===== src/rtl/pipe_ctrl.sv =====
// Pipeline hazard/redirect controller: jumps, multi-cycle ops, load-use stalls.
// Latency: control outputs are combinational from state+inputs; state/counters update next edge.
// Backpressure: holds PC and IF/ID while a stall or multi-cycle op is pending; ERR holds forever.
module pipe_ctrl #(
  parameter int TIMEOUT_CYCLES = 64,
  parameter int FLUSH_CYCLES   = 1
) (
  input  logic        clk,
  input  logic        rst_n,
  input  logic        jump_en_i,
  input  logic [31:0] jump_addr_i,
  input  logic        mc_start_i,
  input  logic        mc_done_i,
  input  logic        ex_is_load_i,
  input  logic        ex_rd_write_en_i,
  input  logic [4:0]  ex_rd_addr_i,
  input  logic [4:0]  id_rs1_addr_i,
  input  logic [4:0]  id_rs2_addr_i,
  output logic        pc_hold_o,
  output logic        pc_load_o,
  output logic [31:0] pc_load_addr_o,
  output logic        if_id_hold_o,
  output logic        if_id_flush_o,
  output logic        id_ex_flush_o,
  output logic        err_o,
  output logic [15:0] stall_cnt_o,
  output logic [15:0] flush_cnt_o
);

  localparam int TW = (TIMEOUT_CYCLES > 1) ? $clog2(TIMEOUT_CYCLES) : 1;
  localparam int FW = (FLUSH_CYCLES > 1) ? $clog2(FLUSH_CYCLES) : 1;
  localparam logic [TW-1:0] TMO_LAST   = TW'(TIMEOUT_CYCLES - 1);
  localparam logic [FW-1:0] FLUSH_LAST = FW'(FLUSH_CYCLES - 1);

  typedef enum logic [1:0] {
    ST_RUN     = 2'd0,
    ST_FLUSH   = 2'd1,
    ST_MC_WAIT = 2'd2,
    ST_ERR     = 2'd3
  } state_t;

  state_t        state;
  logic [TW-1:0] tmo_cnt;
  logic [FW-1:0] flush_step;

  logic hazard;
  logic pc_hold_c, pc_load_c, if_id_hold_c, if_id_flush_c, id_ex_flush_c;

  // Load-use: a load in EX writing a non-zero register that decode is about to read.
  assign hazard = ex_is_load_i && ex_rd_write_en_i && (ex_rd_addr_i != 5'd0) &&
                  ((ex_rd_addr_i == id_rs1_addr_i) || (ex_rd_addr_i == id_rs2_addr_i));

  // Per-state control decode; in RUN a jump beats mc_start, which beats a hazard.
  always_comb begin
    pc_hold_c     = 1'b0;
    pc_load_c     = 1'b0;
    if_id_hold_c  = 1'b0;
    if_id_flush_c = 1'b0;
    id_ex_flush_c = 1'b0;
    case (state)
      ST_RUN: begin
        if (jump_en_i) begin
          pc_load_c     = 1'b1;
          if_id_flush_c = 1'b1;
          id_ex_flush_c = 1'b1;
        end else if (mc_start_i) begin
          pc_hold_c    = 1'b1;
          if_id_hold_c = 1'b1;
        end else if (hazard) begin
          pc_hold_c     = 1'b1;
          if_id_hold_c  = 1'b1;
          id_ex_flush_c = 1'b1;
        end
      end
      ST_FLUSH: begin
        if_id_flush_c = 1'b1;
        id_ex_flush_c = 1'b1;
      end
      ST_MC_WAIT: begin
        if (!mc_done_i) begin
          pc_hold_c     = 1'b1;
          if_id_hold_c  = 1'b1;
          id_ex_flush_c = 1'b1;
        end
      end
      default: begin
        pc_hold_c     = 1'b1;
        if_id_hold_c  = 1'b1;
        id_ex_flush_c = 1'b1;
      end
    endcase
  end

  // Outputs are gated by rst_n so input-driven paths stay quiet while reset is held.
  assign pc_hold_o      = rst_n & pc_hold_c;
  assign pc_load_o      = rst_n & pc_load_c;
  assign pc_load_addr_o = (rst_n && pc_load_c) ? jump_addr_i : 32'd0;
  assign if_id_hold_o   = rst_n & if_id_hold_c;
  assign if_id_flush_o  = rst_n & if_id_flush_c;
  assign id_ex_flush_o  = rst_n & id_ex_flush_c;
  assign err_o          = rst_n & (state == ST_ERR);

  // State machine, flush/timeout sequencing and saturating event counters.
  always_ff @(posedge clk or negedge rst_n) begin
    if (!rst_n) begin
      state       <= ST_RUN;
      tmo_cnt     <= '0;
      flush_step  <= '0;
      stall_cnt_o <= 16'd0;
      flush_cnt_o <= 16'd0;
    end else begin
      case (state)
        ST_RUN: begin
          if (jump_en_i) begin
            state      <= ST_FLUSH;
            flush_step <= '0;
            if (flush_cnt_o != 16'hFFFF) flush_cnt_o <= flush_cnt_o + 16'd1;
          end else if (mc_start_i) begin
            state   <= ST_MC_WAIT;
            tmo_cnt <= '0;
          end else if (hazard) begin
            if (stall_cnt_o != 16'hFFFF) stall_cnt_o <= stall_cnt_o + 16'd1;
          end
        end
        ST_FLUSH: begin
          if (flush_step == FLUSH_LAST) state <= ST_RUN;
          else flush_step <= flush_step + 1'b1;
        end
        ST_MC_WAIT: begin
          // A done arriving on the final allowed cycle still wins over the timeout.
          if (mc_done_i) state <= ST_RUN;
          else if (tmo_cnt == TMO_LAST) state <= ST_ERR;
          else tmo_cnt <= tmo_cnt + 1'b1;
        end
        default: state <= ST_ERR;
      endcase
    end
  end

endmodule

===== config.mk =====
export PLATFORM = sky130hd
export DESIGN_NAME = pipe_ctrl
export DESIGN_NICKNAME = d
export VERILOG_FILES = /design/src/rtl/pipe_ctrl.sv
export SDC_FILE = /design/constraint.sdc
export NUM_CORES = 1
export LEC_CHECK = 0
export CORE_ASPECT_RATIO = 1.75
export CORE_MARGIN = 8
export CORE_UTILIZATION = 34
export CTS_CLUSTER_DIAMETER = 150
export DETAILED_ROUTE_END_ITERATION = 10
export PLACE_DENSITY = 0.65
export SYNTH_ARGS = -nofsm -noshare
export SYNTH_HDL_FRONTEND = slang
export SYNTH_SLANG_ARGS = --single-unit

===== constraint.sdc =====
create_clock -name clk -period 7.13 [get_ports clk]
set_clock_uncertainty 0.2 [all_clocks]
set_input_delay 2.139 -clock clk [delete_from_list [all_inputs] [get_ports clk]]
set_output_delay 2.139 -clock clk [all_outputs]
set_load 0.01 [all_outputs]

# Word level (Yosys, flattened, before mapping)
# Index checks and enable logic that the tools add are counted.
[totals] regBits=41 in_bits=54 output_inout_bits=70 word_cells=72
[op_classes] add_sub_neg=4 n_eq_ne=16 muxes=26 n_bitwise=7 reduce_logical=14
[ops] operator="adder 16 x 1 -> 16 bit (second input constant)" count=2
[ops] operator="two-way mux 32 bit" count=1
[ops] operator="!= test 16 bit (second input constant)" count=2
[ops] operator="two-way mux 6 bit" count=4
[ops] operator="!= test 2 bit (second input constant)" count=6
[ops] operator="case mux 6 bit (2 select lines)" count=1
[ops] operator="equality test 5 bit" count=2
[ops] operator="two-way mux 1 bit" count=10
[ops] operator="two-way mux 2 bit" count=5
[ops] operator="AND reduction 5 bit" count=2
[ops] operator="adder 6 x 1 -> 6 bit (second input constant)" count=1
[ops] operator="equality test 6 bit (second input constant)" count=1
[ops] operator="!= test 3 bit (second input constant)" count=2
[ops] operator="case mux 1 bit (2 select lines)" count=3
[ops] operator="case mux 2 bit (3 select lines)" count=1
[ops] operator="AND reduction 3 bit" count=2
[ops] operator="bitwise AND 1 bit" count=5
[ops] operator="nonzero test 5 bit" count=1
[ops] operator="equality test 2 bit (second input constant)" count=2
[ops] operator="logical AND 1 bit" count=4
[ops] operator="nonzero test 2 bit" count=2
[ops] operator="case mux 1 bit (3 select lines)" count=1
[ops] operator="equality test 2 x 1 -> 1 bit (second input constant)" count=1
[ops] operator="logical NOT 2 bit" count=1
[ops] operator="other kinds (4)" count=5

# Logic depth before layout (Yosys ltp)
# Gate-level depths: netlist of the first run.
[logic_depth] ltp_word=8 depth_mapped=7 ltp_nobuf=6

# Least setup slack after synthesis of the first run
# OpenSTA, ideal clock, no wires.
[synth_timing] path_kind="input to output" from="in ex_rd_addr_i[4]" to="out pc_hold_o" t_arrival_ps=3440 t_required_ps=4791 slack_ps=1351 path_stages=7 path_buffers=2 cell_sequence="xnor2_1 nand3_1 o22ai_2 buf_2 nand2_1 a31oi_1 buf_4"
[synth_between] elab_chain_len=8 word_cells_on_any_way=11 classes_between="eq/ne (2); mux (4); bitwise (1); reduce/logical (4)"
[synth_rtl] item="from (decl)" line="16" source="input logic [4:0] ex_rd_addr_i,"
[synth_rtl] item="equality test 5 bit or nonzero test 5 bit (tied branches)" line="51, 50"
[synth_rtl] item="logical OR 1 bit or logical AND 1 bit (tied branches)" line="51, 50"
[synth_rtl] item="logical AND 1 bit *" line="50" source="assign hazard = ex_is_load_i && ex_rd_write_en_i && (ex_rd_addr_i != 5'd0) &&"
[synth_rtl] item="two-way mux 1 bit * (3 in series)"
[synth_rtl] item="case mux 1 bit (3 select lines) *"
[synth_rtl] item="bitwise AND 1 bit *"
[synth_rtl] item="to (decl)" line="19" source="output logic pc_hold_o,"
# Mark *: on every way between the ends. The rest lies on a longest branch, timed or not.

# Worst setup path in the final report of the first run
[layout_timing] from="in ex_rd_addr_i[1]" to="out pc_hold_o"
[layout_between] elab_chain_len=8 word_cells_on_any_way=11 classes_between="eq/ne (2); mux (4); bitwise (1); reduce/logical (4)"
[layout_rtl] item="equality test 5 bit or nonzero test 5 bit (tied branches)" line="51, 50"
[layout_rtl] item="logical OR 1 bit or logical AND 1 bit (tied branches)" line="51, 50"
[layout_rtl] item="logical AND 1 bit *" line="50"
[layout_rtl] item="two-way mux 1 bit *" line="69" source="end else if (hazard) begin"
[layout_rtl] item="two-way mux 1 bit *" line="66" source="end else if (mc_start_i) begin"
[layout_rtl] item="two-way mux 1 bit *" line="62" source="if (jump_en_i) begin"
[layout_rtl] item="case mux 1 bit (3 select lines) *" line="60" source="case (state)"
[layout_rtl] item="bitwise AND 1 bit *" line="95" source="assign pc_hold_o = rst_n & pc_hold_c;"
# Marks and branches as above.

==> flow_summary.toml, run 1 <==
[clock_tree]
root_buffer = "clkbuf_16"
clockBufferDepth = 2
cts_made_buffers = 5
post_cts_resized = 0
cts.clk_slew.worst_paths_ns = 0.06
cts_max_level = 2
insertion_delay_ns = 0.28
hold_buffers = 0
cts_tree = "done"
cts_sinks = 40
cts_setup_buffers = 0

[finish]
area_delta_synth_final_pct = 58.5
n_antenna_cell = 0
fin_nets = 439
fin_area_um2 = 3970
drive_gt1_share_pct = 8.64

[sta]
rsz0062_at_grt = "no"
worst_pin_slew_ns = 0.497
setup_tns_ns = 0
max-slew-margin-rel_pct = 66.9
fmax_mhz = 152
setup_violations = 0
hold_viol_final = 0
fin_crit_ns = 6.57
fin_crit_sh_pct = 92.2
slew_viol_final = 0

[global_routing]
grt_pass1_vias = 2475
grt_max_degree = 33
grt_pass1_wl_um = 12300
antenna_found_initial = 0
overflow = 0
gr-usage-all-layers_pct = 14.7

[power]
p_per_area_nw_per_um2 = 207
ir_worst_vdd_mv = 0.115
p_leak_nw = 1.69

[drt]
drtPass1Iterations = 4
ant_nets = 0
drt_wl_total_um = 7880
drcViolationCount = 0
drt_iter0_drc = 86
post_drt_wl_per_cell_um = 16.8
post_drt_via_cell_ratio = 5.22
vias = 2442

[floorplan]
die_area_um2 = 10500
chipHeight_um = 130
core.rowCount = 41
ios = 124
initial_utilization_pct = 34.9
fp.coreArea_um2 = 7180
die_x_um = 80.9

[critical_path]
worstSetupPathType = "in -> out"
reg2reg_slack_ns = 4.76
r2r-end = "stall_cnt_o[1]"
critPathMaxFanout = 7
r2r_cells = 5
worst_ep_required_time_ns = 4.79
cp-end-kind = "output pin"
start_kind = "input pin"
crit_end = "pc_hold_o"
cp-startpoint = "ex_rd_addr_i[1]"
cp.arrival_ns = 4.24
r2r-start = "state[0]"

[place]
gp_routability_congestion = 0.810
placed_area_um2 = 3830
place_hpwl_um = 6410
numPortBuffers = 123

[yosys]
synth_flop_cell = "dfrtp_1"
avgSynthCellArea_um2 = 9.78
syn_area_um2 = 2500
synth.yosys.seq_area_share_pct = 40.0
postSynthNetCount = 313
ys_async_sr_fraction_pct = 100
yosys_warnings = 0
netlist_instances = 256
synth_seq_cells = 40
synth-edff-count = 0
synth_cell_type_count = 44

[run]
maxCapViolations = 0

[worst_hold_path]
hold_path.class = "reg -> reg"

[run_status]
status = "completed"
[synth_stat cells, drive strengths merged, types with 2 or more instances]
cell type   n  area share, %
and2        3           0.75
xnor2      36             13
nand2b      2           0.50
nor3        5            1.2
nand3      22            4.8
ha          3            1.5
xor2        4            1.4
nand4      16            4.0
o211a       2            1.1
nor2        5           0.85
mux2        2           0.90
a31oi       3           0.75
a21oi       7            1.8
buf         3           0.80
mux2i       3            1.2
and4        5            1.7
dfrtp      40             40
a31o        2           0.70
nand2      21            3.2
inv         7            1.0
clkbuf      6           0.90
o21ai       4           0.80
nor4        5            2.4
and3       41             10
[where the power goes]
part / internal [mW] / switching [mW] / total [mW]
Clock: 0.127 / 0.0866 / 0.214
Combinational: 0.165 / 0.138 / 0.303
Sequential: 0.258 / 0.0478 / 0.306
Total: 0.550 / 0.272 / 0.823
[registers in the layout, summed over array words and instances (netlist names)]
register	flops
tmo_cnt	6
stall_cnt_o	16
flush_cnt_o	16
state	2
[routing by layer]
metal	vias to the layer above	track usage [%]	routed length (µm)
li1	1184	-	-
met2	100	25.9	4100
met4	0	6.14	168
met5	-	0	0
met1	1147	15.7	2940
met3	11	4.37	668
[cells in the final DEF, fill, tap and decap left out, types with 5 or more instances in the layout]
cell / netlist / layout
dfrtp_1: 40 / 40
and4_1: 5 / 5
nand2_1: 20 / 20
clkbuf_16: 0 / 5
buf_4: 2 / 5
clkdlybuf4s50_1: 0 / 122
inv_1: 5 / 5
a21oi_1: 6 / 6
nand3_1: 20 / 20
and3_1: 40 / 40
xnor2_1: 36 / 36
nand4_1: 16 / 16
[cell families (layout without fill, tap and decap cells)]
family / after synthesis / count (layout) / synth area share (%)
and+or+nand+nor: 130 / 130 / 32.4
xor gates and xnor gates: 40 / 40 / 14.0
DFF: 40 / 40 / 40.0
AOI/OAI and AO/OA: 22 / 22 / 7.29
buffers and inverters: 16 / 142 / 2.75
adders and majority gates: 3 / 3 / 1.50
muxes: 5 / 5 / 2.10
[per-stage QoR]
step           instances  power [mW]  setup WS, ns  utilization, %  hold slack (ns)
2_1_floorplan        256       0.451          1.35               -            0.297
3_3_place_gp         461       0.611         0.573            53.4            0.276
3_5_place_dp         461       0.616         0.556            53.4            0.289
4_1_cts              468       0.833         0.545            55.3            0.301
5_1_grt              468       0.870         0.469            55.3            0.303
6_report             468       0.823         0.556            55.3            0.294
[worst min-delay path by stage]
stage               startpoint         endpoint  cells past startpoint  slack, ns
3_3_place_gp   flush_cnt_o[10]  flush_cnt_o[10]                      1       0.28
5_1_grt         flush_cnt_o[7]   flush_cnt_o[7]                      1       0.30
4_1_cts         flush_cnt_o[7]   flush_cnt_o[7]                      1       0.30
2_1_floorplan       tmo_cnt[0]       tmo_cnt[0]                      1       0.30
6_report        flush_cnt_o[7]   flush_cnt_o[7]                      1       0.29
3_5_place_dp    flush_cnt_o[7]   flush_cnt_o[7]                      1       0.29
[critical path: stages]
cell and delay, ns:
clkdlybuf4s50_1 0.46, or4_4 0.59, o211a_4 0.28, nand2_1 0.10, a31oi_1 0.12, clkdlybuf4s50_1 0.54
[layout make-up]
class	instances	area, µm²
fillers	672	3210
well taps	86	108
clock inverters	2	12.5
multi-input cells	200	1440
clock buffers	5	125
inverters	7	26.3
repair buffers	128	1260
flip-flops and latches	40	1000
Power figures use the tool's default switching activity.
==> inputs of run 2 (changes only) <==
--- a/config.mk
+++ b/config.mk
@@ -5,12 +5,14 @@
 export SDC_FILE = /design/constraint.sdc
 export NUM_CORES = 1
 export LEC_CHECK = 0
+export ABC_AREA = 1
 export CORE_ASPECT_RATIO = 1.75
 export CORE_MARGIN = 8
 export CORE_UTILIZATION = 34
 export CTS_CLUSTER_DIAMETER = 150
 export DETAILED_ROUTE_END_ITERATION = 10
-export PLACE_DENSITY = 0.65
+export GPL_ROUTABILITY_DRIVEN = 0
+export PLACE_DENSITY = 0.63
 export SYNTH_ARGS = -nofsm -noshare
 export SYNTH_HDL_FRONTEND = slang
 export SYNTH_SLANG_ARGS = --single-unit
==> constraint.sdc (replaced) <==
create_clock -name clk -period 7.3 [get_ports clk]
set_clock_uncertainty 0.2 [all_clocks]
set_input_delay 2.19 -clock clk [delete_from_list [all_inputs] [get_ports clk]]
set_output_delay 2.19 -clock clk [all_outputs]
set_load 0.01 [all_outputs]
==> flow_summary.toml, run 2 <==
[run_status]
status = "completed"

[global_routing]
grt_max_degree = 34
antenna_found_initial = 0
grt_pass1_wl_um = 14200
grt_pass1_vias = 3072
gr-usage-all-layers_pct = 15.0
overflow = 0

[sta]
rsz0062_at_grt = "no"
setup_tns_ns = 0
slew_viol_final = 0
worst_pin_slew_ns = 0.402
fin_crit_ns = 6.52
fmax_mhz = 153
setup_violations = 0
fin_crit_sh_pct = 89.3
hold_viol_final = 0
max-slew-margin-rel_pct = 73.1

[clock_tree]
hold_buffers = 0
cts_tree = "done"
clockBufferDepth = 2
post_cts_resized = 0
root_buffer = "clkbuf_16"
cts_made_buffers = 5
cts_sinks = 40
insertion_delay_ns = 0.28
cts.clk_slew.worst_paths_ns = 0.06
cts_max_level = 2
cts_setup_buffers = 0

[critical_path]
crit_slowest_cell = "clkdlybuf4s50_1"
path_buf_inv = 3
reg2reg_slack_ns = 5.05
critPathMaxFanout = 4
worst_ep_required_time_ns = 4.91
r2r-start = "stall_cnt_o[0]"
cpMostUsedCell = "nand2_1"
critPathTopFamily = "buffers and inverters"
r2r_cells = 11
r2r-end = "stall_cnt_o[9]"
cp.arrival_ns = 4.13
start_kind = "input pin"
worstSetupPathType = "in -> out"
path_cells = "clkdlybuf4s50_1 > inv_1 > nand2_1 > nand2_1 > nor2_1 > nand3_1 > nand2_1 > nand2_1 > nand2_1 > nand2_1 > a21oi_1 > clkdlybuf4s50_1"
cp-end-kind = "output pin"
slowest_delay_ns = 0.60

[finish]
area_delta_synth_final_pct = 53.1
drive_gt1_share_pct = 4.24
fin_nets = 599
reg.largest.list = "flush_cnt_o: 16 flops, stall_cnt_o: 16 flops, tmo_cnt: 6 flops"
mostFrequentLayoutCells = "122 x clkdlybuf4s50_1, 120 x nand2_1, 74 x inv_1, 72 x nor2_1, 40 x dfrtp_1"
n_antenna_cell = 0
fin_area_um2 = 4240
layout_commonest_cell = "clkdlybuf4s50_1"
nFillCells = 776

[yosys]
yosys_warnings = 0
synth.most_common_cell = "nand2_1"
synth_cell_type_count = 30
ys_async_sr_fraction_pct = 100
synth_top_area_share_pct = 36.1
synth_commonest_cells = "120 x nand2_1, 74 x inv_1, 72 x nor2_1"
avgSynthCellArea_um2 = 6.63
ys_top_cells_by_area = "dfrtp_1 36%, nand2_1 16%, inv_1 10%"
synth.yosys.seq_area_share_pct = 36.1
syn_area_um2 = 2770
synth_top_cell_by_area = "dfrtp_1"
synth-edff-count = 0
netlist_instances = 418
postSynthNetCount = 475
synth_seq_cells = 40
synth_flop_cell = "dfrtp_1"

[place]
placed_area_um2 = 4070
numPortBuffers = 123
place_hpwl_um = 6980

[worst_hold_path]
min_delay_worst_endpoint = "flush_cnt_o[2]"
min_from = "flush_cnt_o[2]"
hold_path.class = "reg -> reg"
min_path_cells = 1

[power]
p_total_mw = 0.891
p_per_area_nw_per_um2 = 210
ir_worst_vdd_mv = 0.121
p_leak_nw = 2.03

[run]
maxCapViolations = 0

[drt]
post_drt_via_cell_ratio = 4.70
ant_nets = 0
drcViolationCount = 0
drt_wl_total_um = 8670
drt_iter0_drc = 137
vias = 2975
drtPass1Iterations = 4
post_drt_wl_per_cell_um = 13.7

[floorplan]
die_x_um = 84.3
fp.coreArea_um2 = 7910
ios = 124
initial_utilization_pct = 35.0
die_area_um2 = 11400
core.rowCount = 43
chipHeight_um = 135
==> run 2: cell type report <==
class / instances / area [µm²] / share of cell area (%)
tap: 90 / 113 / 2.65
sequential: 40 / 1000 / 23.6
inverter: 76 / 285 / 6.72
multi-input combinational: 292 / 1420 / 33.4
clock buffer: 5 / 125 / 2.95
clock inverter: 3 / 46.3 / 1.09
timing repair buffer: 127 / 1260 / 29.6
==> run 2: metal layers <==
metal	part of all wire (%)	track usage, %
met1	37	14.6
met2	50	26.4
met3	11	7.11
met4	1.8	5.98
met5	0	0
==> run 2: cells by family after synthesis <==
| group | after synthesis | share of synthesized area [%] |
|---|---|---|
| simple gates | 236 | 35.4 |
| buf+inv | 86 | 12.8 |
| flops | 40 | 36.1 |
| xor+xnor | 32 | 10.1 |
| compound gates | 21 | 4.24 |
| fa+ha+maj | 3 | 1.35 |
==> run 2: how the worst max path moves through the flow <==
| stage | startpoint | end | slack, ns | cells past startpoint |
|---|---|---|---|---|
| CTS | ex_rd_addr_i[1] | pc_hold_o | 0.76 | 12 |
| floorplan | ex_rd_addr_i[2] | pc_hold_o | 1.82 | 11 |
| global placement | ex_rd_addr_i[1] | pc_hold_o | 0.79 | 12 |
| finish | ex_rd_addr_i[1] | pc_hold_o | 0.78 | 12 |
| global route | ex_rd_addr_i[1] | pc_hold_o | 0.60 | 12 |
| detailed placement | ex_rd_addr_i[1] | pc_hold_o | 0.78 | 12 |
==> run 2: power breakdown <==
group | switching [mW] | leakage, nW | internal, mW
registers | 0.0431 | 0.536 | 0.255
clock network | 0.0929 | 0.0804 | 0.162
logic | 0.177 | 1.41 | 0.160
==> run 2: metrics by stage <==
stage          setup WS [ns]  hold slack [ns]  std cells  util (%)
6_report               0.779            0.322        633      53.6
5_1_grt                0.597            0.361        633      53.6
4_1_cts                0.760            0.331        633      53.6
3_5_place_dp           0.776            0.318        625      51.5
3_3_place_gp           0.786            0.302        625      51.5
2_1_floorplan           1.82            0.279        418         -
==> run 2: worst register-to-register path, delay by kind of cell, from the launching register on <==
| family | cells | cell delay, ns |
|---|---|---|
| and+or+nand+nor | 7 | 0.67 |
| DFF | 1 | 0.43 |
| adders and majority gates | 1 | 0.25 |
| buffers and inverters | 3 | 0.60 |
==> inputs of run 3 (changes only) <==
--- a/config.mk
+++ b/config.mk
@@ -7,11 +7,10 @@
 export LEC_CHECK = 0
 export ABC_AREA = 1
 export CORE_ASPECT_RATIO = 1.75
-export CORE_MARGIN = 8
+export CORE_MARGIN = 2
 export CORE_UTILIZATION = 34
 export CTS_CLUSTER_DIAMETER = 150
 export DETAILED_ROUTE_END_ITERATION = 10
-export GPL_ROUTABILITY_DRIVEN = 0
 export PLACE_DENSITY = 0.63
 export SYNTH_ARGS = -nofsm -noshare
 export SYNTH_HDL_FRONTEND = slang
==> constraint.sdc (replaced) <==
create_clock -name clk -period 8.1 [get_ports clk]
set_clock_uncertainty 0.2 [all_clocks]
set_input_delay 2.43 -clock clk [delete_from_list [all_inputs] [get_ports clk]]
set_output_delay 2.43 -clock clk [all_outputs]
set_load 0.01 [all_outputs]
==> flow_summary.toml, run 3 (synthesized netlist as in run 2, its figures left out) <==
[critical_path]
path_cells = "clkdlybuf4s50_1 > inv_1 > nand2_1 > nand2_1 > nor2_1 > nand3_1 > nand2_1 > nand2_1 > nand2_1 > nand2_1 > a21oi_1 > clkdlybuf4s50_1"
crit_slowest_cell = "clkdlybuf4s50_1"
cp-end-kind = "output pin"
worstSetupPathType = "in -> out"
cp.arrival_ns = 4.36
cpMostUsedCell = "nand2_1"
slowest_delay_ns = 0.60
worst_ep_required_time_ns = 5.47
start_kind = "input pin"
critPathMaxFanout = 4

[floorplan]
die_x_um = 72.3
die_area_um2 = 8920
initial_utilization_pct = 35.0
core.rowCount = 43
fp.coreArea_um2 = 7910
chipHeight_um = 123
ios = 124

[drt]
ant_nets = 0
vias = 2973
drtPass1Iterations = 4
drt_iter0_drc = 119
post_drt_wl_per_cell_um = 12.3
drcViolationCount = 0
post_drt_via_cell_ratio = 4.70
drt_wl_total_um = 7800

[sta]
setup_violations = 0
max-slew-margin-rel_pct = 70.9
fmax_mhz = 143
worst_pin_slew_ns = 0.434
slew_viol_final = 0
fin_crit_ns = 6.99
rsz0062_at_grt = "no"
setup_tns_ns = 0
fin_crit_sh_pct = 86.3
hold_viol_final = 0

[finish]
drive_gt1_share_pct = 4.24
fin_area_um2 = 4220
nFillCells = 776
n_antenna_cell = 0
area_delta_synth_final_pct = 52.1
reg.largest.list = "flush_cnt_o: 16 flops, stall_cnt_o: 16 flops, tmo_cnt: 6 flops"
fin_util_pct = 53.3
layout_commonest_cell = "clkdlybuf4s50_1"
mostFrequentLayoutCells = "122 x clkdlybuf4s50_1, 120 x nand2_1, 74 x inv_1, 72 x nor2_1, 40 x dfrtp_1"
fin_nets = 599

[power]
p_per_area_nw_per_um2 = 182
ir_worst_vdd_mv = 0.0798
p_leak_nw = 2.02

[place]
numPortBuffers = 123
placed_area_um2 = 4070
gp_routability_congestion = 0.909
place_hpwl_um = 6300

[clock_tree]
insertion_delay_ns = 0.28
cts.clk_slew.worst_paths_ns = 0.06
cts_setup_buffers = 0
cts_tree = "done"
cts_made_buffers = 5
cts_sinks = 40
post_cts_resized = 0
hold_buffers = 0
root_buffer = "clkbuf_16"
cts_max_level = 2
clockBufferDepth = 2

[global_routing]
grt_pass1_vias = 3022
gr-usage-all-layers_pct = 18.4
antenna_found_initial = 0
grt_max_degree = 34
grt_pass1_wl_um = 13000
overflow = 0

[run]
maxCapViolations = 0

[run_status]
status = "completed"

[worst_hold_path]
hold_path.class = "reg -> reg"
[run 3: cell types whose count changed in the layout (fill, tap and decap cells not counted)]
| cell | delta |
|---|---|
| inv_6 | -1 |
| clkinvlp_4 | -1 |
| clkinv_4 | +1 |
| clkinv_2 | +2 |
| bufinv_16 | -1 |
[run 3: cell type report]
class | count | area [µm²] | share of cell area (%)
Clock buffer | 5 | 125 | 2.97
Sequential cell | 40 | 1000 | 23.7
Tap cell | 90 | 113 | 2.67
Multi-Input combinational cell | 292 | 1420 | 33.6
Clock inverter | 3 | 18.8 | 0.445
Inverter | 76 | 285 | 6.77
Timing Repair Buffer | 127 | 1260 | 29.8
[run 3: path summary, 6_finish.rpt]
path                            depth (start not counted)               to       startpoint  slack, ns
worst max-delay path                                   12     if_id_hold_o  ex_rd_addr_i[1]       1.11
worst min-delay path                                    1   flush_cnt_o[2]   flush_cnt_o[2]       0.33
worst max register to register                         11   stall_cnt_o[0]   stall_cnt_o[0]       5.86
worst min register to register                          1   flush_cnt_o[2]   flush_cnt_o[2]       0.33
max in group asynchronous                               2   flush_cnt_o[2]            rst_n       5.17
min in group asynchronous                               1  stall_cnt_o[11]            rst_n       1.82
[run 3: worst max-delay path: cells and delay by family]
| kind | cells | cell delay, ns |
|---|---|---|
| buf+inv | 3 | 1.20 |
| simple gates | 8 | 0.51 |
| compound gates | 1 | 0.23 |
[run 3: power by group]
| group | switching, mW | internal, mW |
|---|---|---|
| Combinational | 0.154 | 0.144 |
| Clock | 0.0832 | 0.114 |
| Sequential | 0.0404 | 0.230 |
| Total | 0.277 | 0.488 |
[run 3: layer usage]
layer / track usage [%] / wire (µm) / vias to the layer above
met1: 18.7 / 2850 / 1332
met2: 34.6 / 4130 / 127
met3: 4.40 / 612 / 15
met5: 0 / 0 / -
met4: 8.14 / 210 / 0
li1: - / - / 1499
[run 3: per-stage QoR]
stage	setup slack [ns]	total power, mW	std cells	hold WS (ns)
floorplan	2.14	0.426	418	0.279
global placement	1.20	0.571	625	0.300
detailed placement	1.11	0.575	625	0.326
CTS	1.09	0.774	633	0.337
global route	0.895	0.815	633	0.359
finish	1.11	0.765	633	0.329
